[src/rtl/ldl_reconstruct.sv]
// Rebuilds the symmetric matrix A = L*D*L^T from a unit-lower-triangular L and diagonal D,
// one multiply-accumulate term per clock, under a start/busy/done handshake.
module ldl_reconstruct #(
  parameter int N = 3,
  parameter int W = 8
) (
  input  logic             clk,
  input  logic             rst,
  input  logic             start,
  input  logic [W*N*N-1:0] L_in,
  input  logic [W*N-1:0]   D_in,
  output logic             busy,
  output logic             done,
  output logic [W*N*N-1:0] matrix_out
);

  localparam int IW = (N > 1) ? $clog2(N) : 1;
  localparam logic [IW-1:0] LAST = IW'(N - 1);

  typedef enum logic {IDLE, CALC} state_t;

  state_t           state;
  logic [W-1:0]     l_eff  [N][N];
  logic [W-1:0]     l_reg  [N][N];
  logic [W-1:0]     d_reg  [N];
  logic [W-1:0]     r_reg  [N][N];
  logic [W*N*N-1:0] r_flat;
  logic [W*N*N-1:0] final_flat;
  logic [W-1:0]     acc;
  logic [W-1:0]     term;
  logic [W-1:0]     acc_next;
  logic [IW-1:0]    i_idx;
  logic [IW-1:0]    j_idx;
  logic [IW-1:0]    k_idx;

  // The unit diagonal and the zero upper triangle are imposed once at latch time,
  // so the datapath never has to look at the input's diagonal or upper entries.
  for (genvar gi = 0; gi < N; gi++) begin : g_row
    for (genvar gj = 0; gj < N; gj++) begin : g_col
      assign l_eff[gi][gj] = (gi == gj) ? W'(1) :
                             (gj > gi)  ? '0    : L_in[W*(gi*N+gj) +: W];
      assign r_flat[W*(gi*N+gj) +: W] = r_reg[gi][gj];
    end
  end

  assign term     = l_reg[i_idx][k_idx] * d_reg[k_idx] * l_reg[j_idx][k_idx];
  assign acc_next = acc + term;

  // The last term only ever lands on the bottom-right element, so splice it in directly.
  always_comb begin
    final_flat = r_flat;
    final_flat[W*(N*N-1) +: W] = acc_next;
  end

  always_ff @(posedge clk) begin
    if (rst) begin
      state      <= IDLE;
      busy       <= 1'b0;
      done       <= 1'b0;
      matrix_out <= '0;
      acc        <= '0;
      i_idx      <= '0;
      j_idx      <= '0;
      k_idx      <= '0;
      for (int a = 0; a < N; a++) begin
        d_reg[a] <= '0;
        for (int b = 0; b < N; b++) begin
          l_reg[a][b] <= '0;
          r_reg[a][b] <= '0;
        end
      end
    end else begin
      done <= 1'b0;
      case (state)
        IDLE: begin
          if (start) begin
            for (int a = 0; a < N; a++) begin
              d_reg[a] <= D_in[W*a +: W];
              for (int b = 0; b < N; b++) begin
                l_reg[a][b] <= l_eff[a][b];
              end
            end
            acc   <= '0;
            i_idx <= '0;
            j_idx <= '0;
            k_idx <= '0;
            busy  <= 1'b1;
            state <= CALC;
          end
        end
        CALC: begin
          if (k_idx == j_idx) begin
            r_reg[i_idx][j_idx] <= acc_next;
            r_reg[j_idx][i_idx] <= acc_next;
            acc   <= '0;
            k_idx <= '0;
            if (j_idx == i_idx) begin
              j_idx <= '0;
              if (i_idx == LAST) begin
                i_idx      <= '0;
                matrix_out <= final_flat;
                busy       <= 1'b0;
                done       <= 1'b1;
                state      <= IDLE;
              end else begin
                i_idx <= i_idx + 1'b1;
              end
            end else begin
              j_idx <= j_idx + 1'b1;
            end
          end else begin
            acc   <= acc_next;
            k_idx <= k_idx + 1'b1;
          end
        end
        default: state <= IDLE;
      endcase
    end
  end

endmodule

[config.mk]
export PLATFORM = sky130hd
export DESIGN_NAME = ldl_reconstruct
export DESIGN_NICKNAME = d
export VERILOG_FILES = /design/src/rtl/ldl_reconstruct.sv
export SDC_FILE = /design/constraint.sdc
export NUM_CORES = 1
export LEC_CHECK = 0
export CORE_ASPECT_RATIO = 0.6
export CORE_MARGIN = 3
export CORE_UTILIZATION = 36
export CTS_CLUSTER_DIAMETER = 150
export DETAILED_ROUTE_END_ITERATION = 10
export DONT_BUFFER_PORTS = 1
export PLACE_DENSITY_LB_ADDON = 0.08
export SETUP_SLACK_MARGIN = 0.02
export SYNTH_ARGS = -nofsm -noshare
export SYNTH_HDL_FRONTEND = slang
export SYNTH_SLANG_ARGS = --single-unit
[constraint.sdc]
create_clock -name clk -period 15.4 [get_ports clk]
set_input_delay 0.77 -clock clk [delete_from_list [all_inputs] [get_ports clk]]
set_output_delay 0.77 -clock clk [all_outputs]
set_load 0.005 [all_outputs]
### Yosys cells after proc, flatten, opt, wreduce, memory -nomap -nowiden

Memory sizes are Yosys's and may differ from the RTL's. A register that Yosys moved wholly into a read port is not among the register bits.
Index checks and enable logic that the tools add are counted.

* register bits: 89
* latch bits: 0
* RAM bits: 147
* bits in read-only memories: 0
* input port bits: 99
* logic and storage cells: 124
* memories: 3

Memories
* r_reg: words 3, width 24, rd ports 3, clocked after memory_dff 3, write ports 3, line 26 `logic [W-1:0] r_reg [N][N];`
* l_reg: words 3, width 17, rd ports 2, clocked after memory_dff 2, write ports 3, line 24 `logic [W-1:0] l_reg [N][N];`
* d_reg: words 3, width 8, rd ports 1, clocked after memory_dff 1, write ports 3, line 25 `logic [W-1:0] d_reg [N];`

* $add $sub $neg: 4
* $mul: 2
* divide/modulo/power cells: 0
* order comparisons: 5
* equal/unequal tests: 7
* shift operators: 0
* multiplexer cells: 68
* bitwise logic cells: 18
* reductions and logical operators: 9

Operators by type and width (count)
* $mux 24: 6
* $mux 8: 17
* $reduce_or 24->1: 2
* $bmux 8 s2: 2
* $demux 8 s2: 2
* $mux 2: 15
* $mux 1: 20
* $mul 8x8->8: 2
* $pmux 8 s2: 1
* $or 1x1->1: 12
* $pmux 2 s2: 3
* $ge 3x3->1 const B: 3
* $not 2->3: 3
* $add 8x8->8: 1
* $reduce_and 4->1: 2
* $add 2x1->2 const B: 3
* $lt 3x1->1 const B: 2
* $ne 2x1->1 const B: 3
* $eq 2x2->1: 2
* $pmux 1 s2: 2
* $reduce_or 4->1: 1
* $not 1->1: 3
* $reduce_and 3->1: 1
* $eq 2x2->1 const B: 1
* 3 further kinds: 4

### Longest topological paths before layout

* depth in word-level cells: 9
* gate-level depth with buffers: 31
* depth with buffers taken out: 28

### Worst setup path after synthesis

OpenSTA, ideal clock, no wires.

* path type: register -> register
* start: register k_idx[0]
* end: memory r_reg[0][15] (netlist bit) (data pin)
* library setup time: 269 ps
* arrival: 7063 ps
* data required time: 15131 ps
* slack: 8068 ps
* stages on the path, launching flop included: 30
* cells stage by stage: dfxtp_1 -> buf_2 -> buf_6 -> buf_4 -> a311oi_2 -> a21oi_1 -> or2_2 -> clkbuf_1 -> nor2_1 -> ha_1 -> fa_1 -> ha_1 -> fa_1 -> inv_1 -> fa_1 -> or2_2 -> fa_1 -> fa_1 -> inv_1 -> ha_1 -> inv_1 -> fa_1 -> fa_1 -> inv_1 -> a21o_1 -> a21oi_1 -> xnor2_1 -> xnor2_1 -> xnor2_2 -> nor2_1

RTL lines
* start: declaration: line 34 `logic [IW-1:0] k_idx;`
* start signal: assignment: line 113 `k_idx <= k_idx + 1'b1;`
* end: declaration: line 26

==> impl_summary.txt <==
----------------------------------------------------
[Status]
  Result of the run ... finished, final reports clean

[Clock tree]
  TritonCTS clock tree ... built
  Library cell used as clock root buffer ... clkbuf_16
  Buffer levels on the longest clock path ... 3
  TritonCTS buffer count ... 21
  Post-CTS sizing ... 0
  Clock transition at path regs ... 0.06 ns
  Insertion delay to the later sink of the worst-skew pair ... 0.52 ns
  Number of levels the H-tree was split into ... 1
  Post-CTS setup repair buffer count ... 0
  Clock sink count ... 209
  # hold bufs at CTS ... 0

[Placement]
  Post-DP HPWL ... 17,740 um
  Post-Place Cell Area ... 10,260 um2
  Weighted congestion reported at the end of routability-driven placement ... 0.8273
  Number of I/O port buffers ... 0

[Logic synthesis]
  Most used DFF post-synth ... edfxtp_1
  Sequential share of the synthesized area ... 53.27%
  Cell types with the highest counts after synthesis ... 113 x edfxtp_1, 96 x dfxtp_1, 89 x nor2_1, 68 x a22o_1, 68 x and2_1
  Top cell type by total area after synthesis ... edfxtp_1
  Number of flops mapped to enable cells by yosys ... 113
  Cell Area, Synth ... 9977 um2
  Syn Nets ... 1,031
  Average instance area after synthesis ... 11.52 um2
  Number of instances in the synthesized netlist ... 866
  Area fraction of the dominant cell type after synthesis ... 34.01%
  Most repeated cell in the gate-level netlist after synthesis ... edfxtp_1
  Top cells by area in the synthesized netlist ... edfxtp_1 34%, dfxtp_1 19%, fa_1 6.0%
  Total of warnings raised by yosys ... 0
  Post-synthesis register bit count ... 209
  Synth async-reset ratio ... 0%
  Post-synth cell types ... 55

[Floorplan]
  Count of standard-cell rows ... 46
  Total core area ... 26,820 um2
  Floorplan die width ... 220.9 um
  Height of the die ... 135.0 um
  Effective utilization at floorplan ... 37.20%
  I/O pins ... 173
  Die footprint ... 29,810 um2

[Finish]
  Nets ... 1,015
  Fill cell instance count of the final layout ... 2,594
  Diode count ... 0
  Max FFs per register ... 72
  Fraction of layout cells with a size suffix above 1 ... 7.052%
  Area added between synthesis and finish ... 9.456%
  Cell area after layout ... 10,920 um2

[Routing]
  Detailed-router iteration count before antenna repair ... 5
  Ratio of routed vias to standard cells ... 5.130
  Detailed Route Iter0 Violations ... 455
  Post-route ant nets ... 0
  Wirelength per Cell ... 19.95 um
  DRC errors left ... 0
  Aggregate routed wire length ... 24,440 um
  Via Count ... 6,284

[GRT]
  Largest net degree at the start of global routing ... 74
  Wire length of the first global-routing pass ... 37,970 um
  Total routing resource utilization after global routing ... 16.28%
  Initial antenna violation count ... 0
  Total congestion overflow ... 0
  Vias in the first global route ... 6,349

[STA]
  Post-layout minimum cycle time ... 9.013 ns
  Max Slew Vio Count ... 0
  Worst-case clock skew ... 0.02009 ns
  Number of hold violations in the final report ... 0
  Worst slew margin relative to its limit ... 18.16%
  Setup tns final ... 0 ns
  Worst-Margin Slew ... 1.228 ns
  Share of the clock period used by the worst path ... 58.52%
  Total setup violations reported at the end of the flow ... 0
  Timing-limited maximum frequency ... 111.0 MHz
  Unrepaired setup endpoints after global routing ... no

[Worst setup path]
  Slowest cell delay on critical path ... 0.82 ns
  CP required ... 15.62 ns
  WS Path Type ... flip-flop to flip-flop
  Cell with the most instances on the worst path ... fa_1
  Critical-path maximum fanout ... 25
  Cell type group with the largest total delay on the critical path ... adder cells
  WP data arrival ... 9.23 ns
  Slowest library cell on the worst path ... xnor2_2
  CP Buf/Inv Count ... 4
  Critical path capture point type ... flip-flop
  CP Launch Type ... flip-flop

[Power and ir drop]
  Total leakage power ... 4.336 nW
  Worst supply voltage drop on vdd ... 0.00006509 V
  Power density of the placed cells ... 112.4 nW/um2

[Min path]
  Class of the tightest hold or removal check ... input port to flip-flop

[Flow run]
  MaxCap Viol Count ... 0

----------------------------------------------------
[path summary, 6_finish.rpt]
kind	start	end	slack (ns)	cells after the start
max	flip-flop	r_reg[0][23]	6.39	26
min	rst	l_reg[1][1]	0.33	1
max reg2reg	flip-flop	r_reg[0][23]	6.39	26
min reg2reg	r_reg[2][10]	matrix_out[58]	0.45	1
[final cells by class]
class	count	area [um2]	share of cell area, %
Sequential cell	209	5315	48.67
Clock buffer	26	564.3	5.167
Multi-Input combinational cell	561	4267	39.07
Inverter	52	195.2	1.787
Timing Repair Buffer	5	37.54	0.3437
Tap cell	360	450.4	4.125
Clock inverter	12	91.34	0.8364
[through the flow]
step / utilization (%) / total power, mW / worst slack (ns) / instances / hold WS (ns)
floorplan: - / 0.7062 / 8.068 / 866 / 0.4358
global placement: 38.27 / 0.7455 / 6.569 / 1187 / 0.4403
detailed placement: 38.27 / 0.7477 / 6.514 / 1187 / 0.4448
CTS: 40.72 / 1.242 / 6.449 / 1225 / 0.2980
global route: 40.72 / 1.279 / 5.978 / 1225 / 0.3077
finish: 40.72 / 1.228 / 6.387 / 1225 / 0.3310
[cell usage in the layout, fill, tap and decap left out, types with 4 or more instances in the layout]
cell type and count:
a21o_1 4, a21oi_1 25, a221oi_1 4, a22o_1 68
a22oi_1 6, a31oi_1 5, and2_1 68, and3_1 25
buf_4 5, clkbuf_16 21, clkinv_1 5, dfxtp_1 96
edfxtp_1 113, fa_1 30, ha_1 36, inv_1 51
mux2_2 5, mux2i_1 13, nand2_1 48, nand2b_1 14
nand3_1 8, nand3b_1 12, nor2_1 88, nor2b_1 5
nor3_1 10, o21ai_0 12, or2_2 7, or3_1 5
xnor2_1 20, xor2_1 7
[cells by family (layout without fill, tap and decap cells)]
logic type	Yosys count	count (layout)	synth area share (%)
adder cells (fa/ha/maj)	66	66	10.53
multiplexers	19	19	2.094
flip-flops	209	209	53.27
AND/OR/NAND/NOR	304	304	15.89
AO/OA/AOI/OAI	141	141	10.94
XOR/XNOR	31	31	3.210
buffers and inverters	96	95	4.063
[routing by layer]
layer / global-route usage [%] / wire [um] / vias to the layer above
li1: - / - / 3012
met1: 25.91 / 12950 / 3095
met2: 21.79 / 9359 / 152
met3: 4.541 / 1770 / 25
met4: 2.930 / 358 / 0
met5: 0 / 0 / -
[worst reg2reg max path, cell delays in order, from the launching register on]
cell,delay [ns]
dfxtp_1,0.80
nand2_1,0.14
a311oi_2,0.37
a21oi_1,0.16
or2_2,0.43
nor2_1,0.22
fa_1,0.20
inv_1,0.06
fa_1,0.53
inv_1,0.04
ha_1,0.29
fa_1,0.48
ha_1,0.34
xor2_1,0.47
nor2_1,0.13
fa_1,0.52
inv_1,0.05
fa_1,0.51
inv_1,0.05
fa_1,0.49
fa_1,0.50
ha_1,0.33
a21oi_1,0.30
xnor2_1,0.21
xnor2_1,0.14
xnor2_2,0.82
nor2_1,0.13
[power breakdown]
| part | internal, mW | switching, mW |
|---|---|---|
| clock | 0.278 | 0.214 |
| combinational | 0.0356 | 0.0788 |
| sequential | 0.608 | 0.0132 |
| total | 0.922 | 0.306 |
No activity file was read; power rests on OpenSTA's default activity.
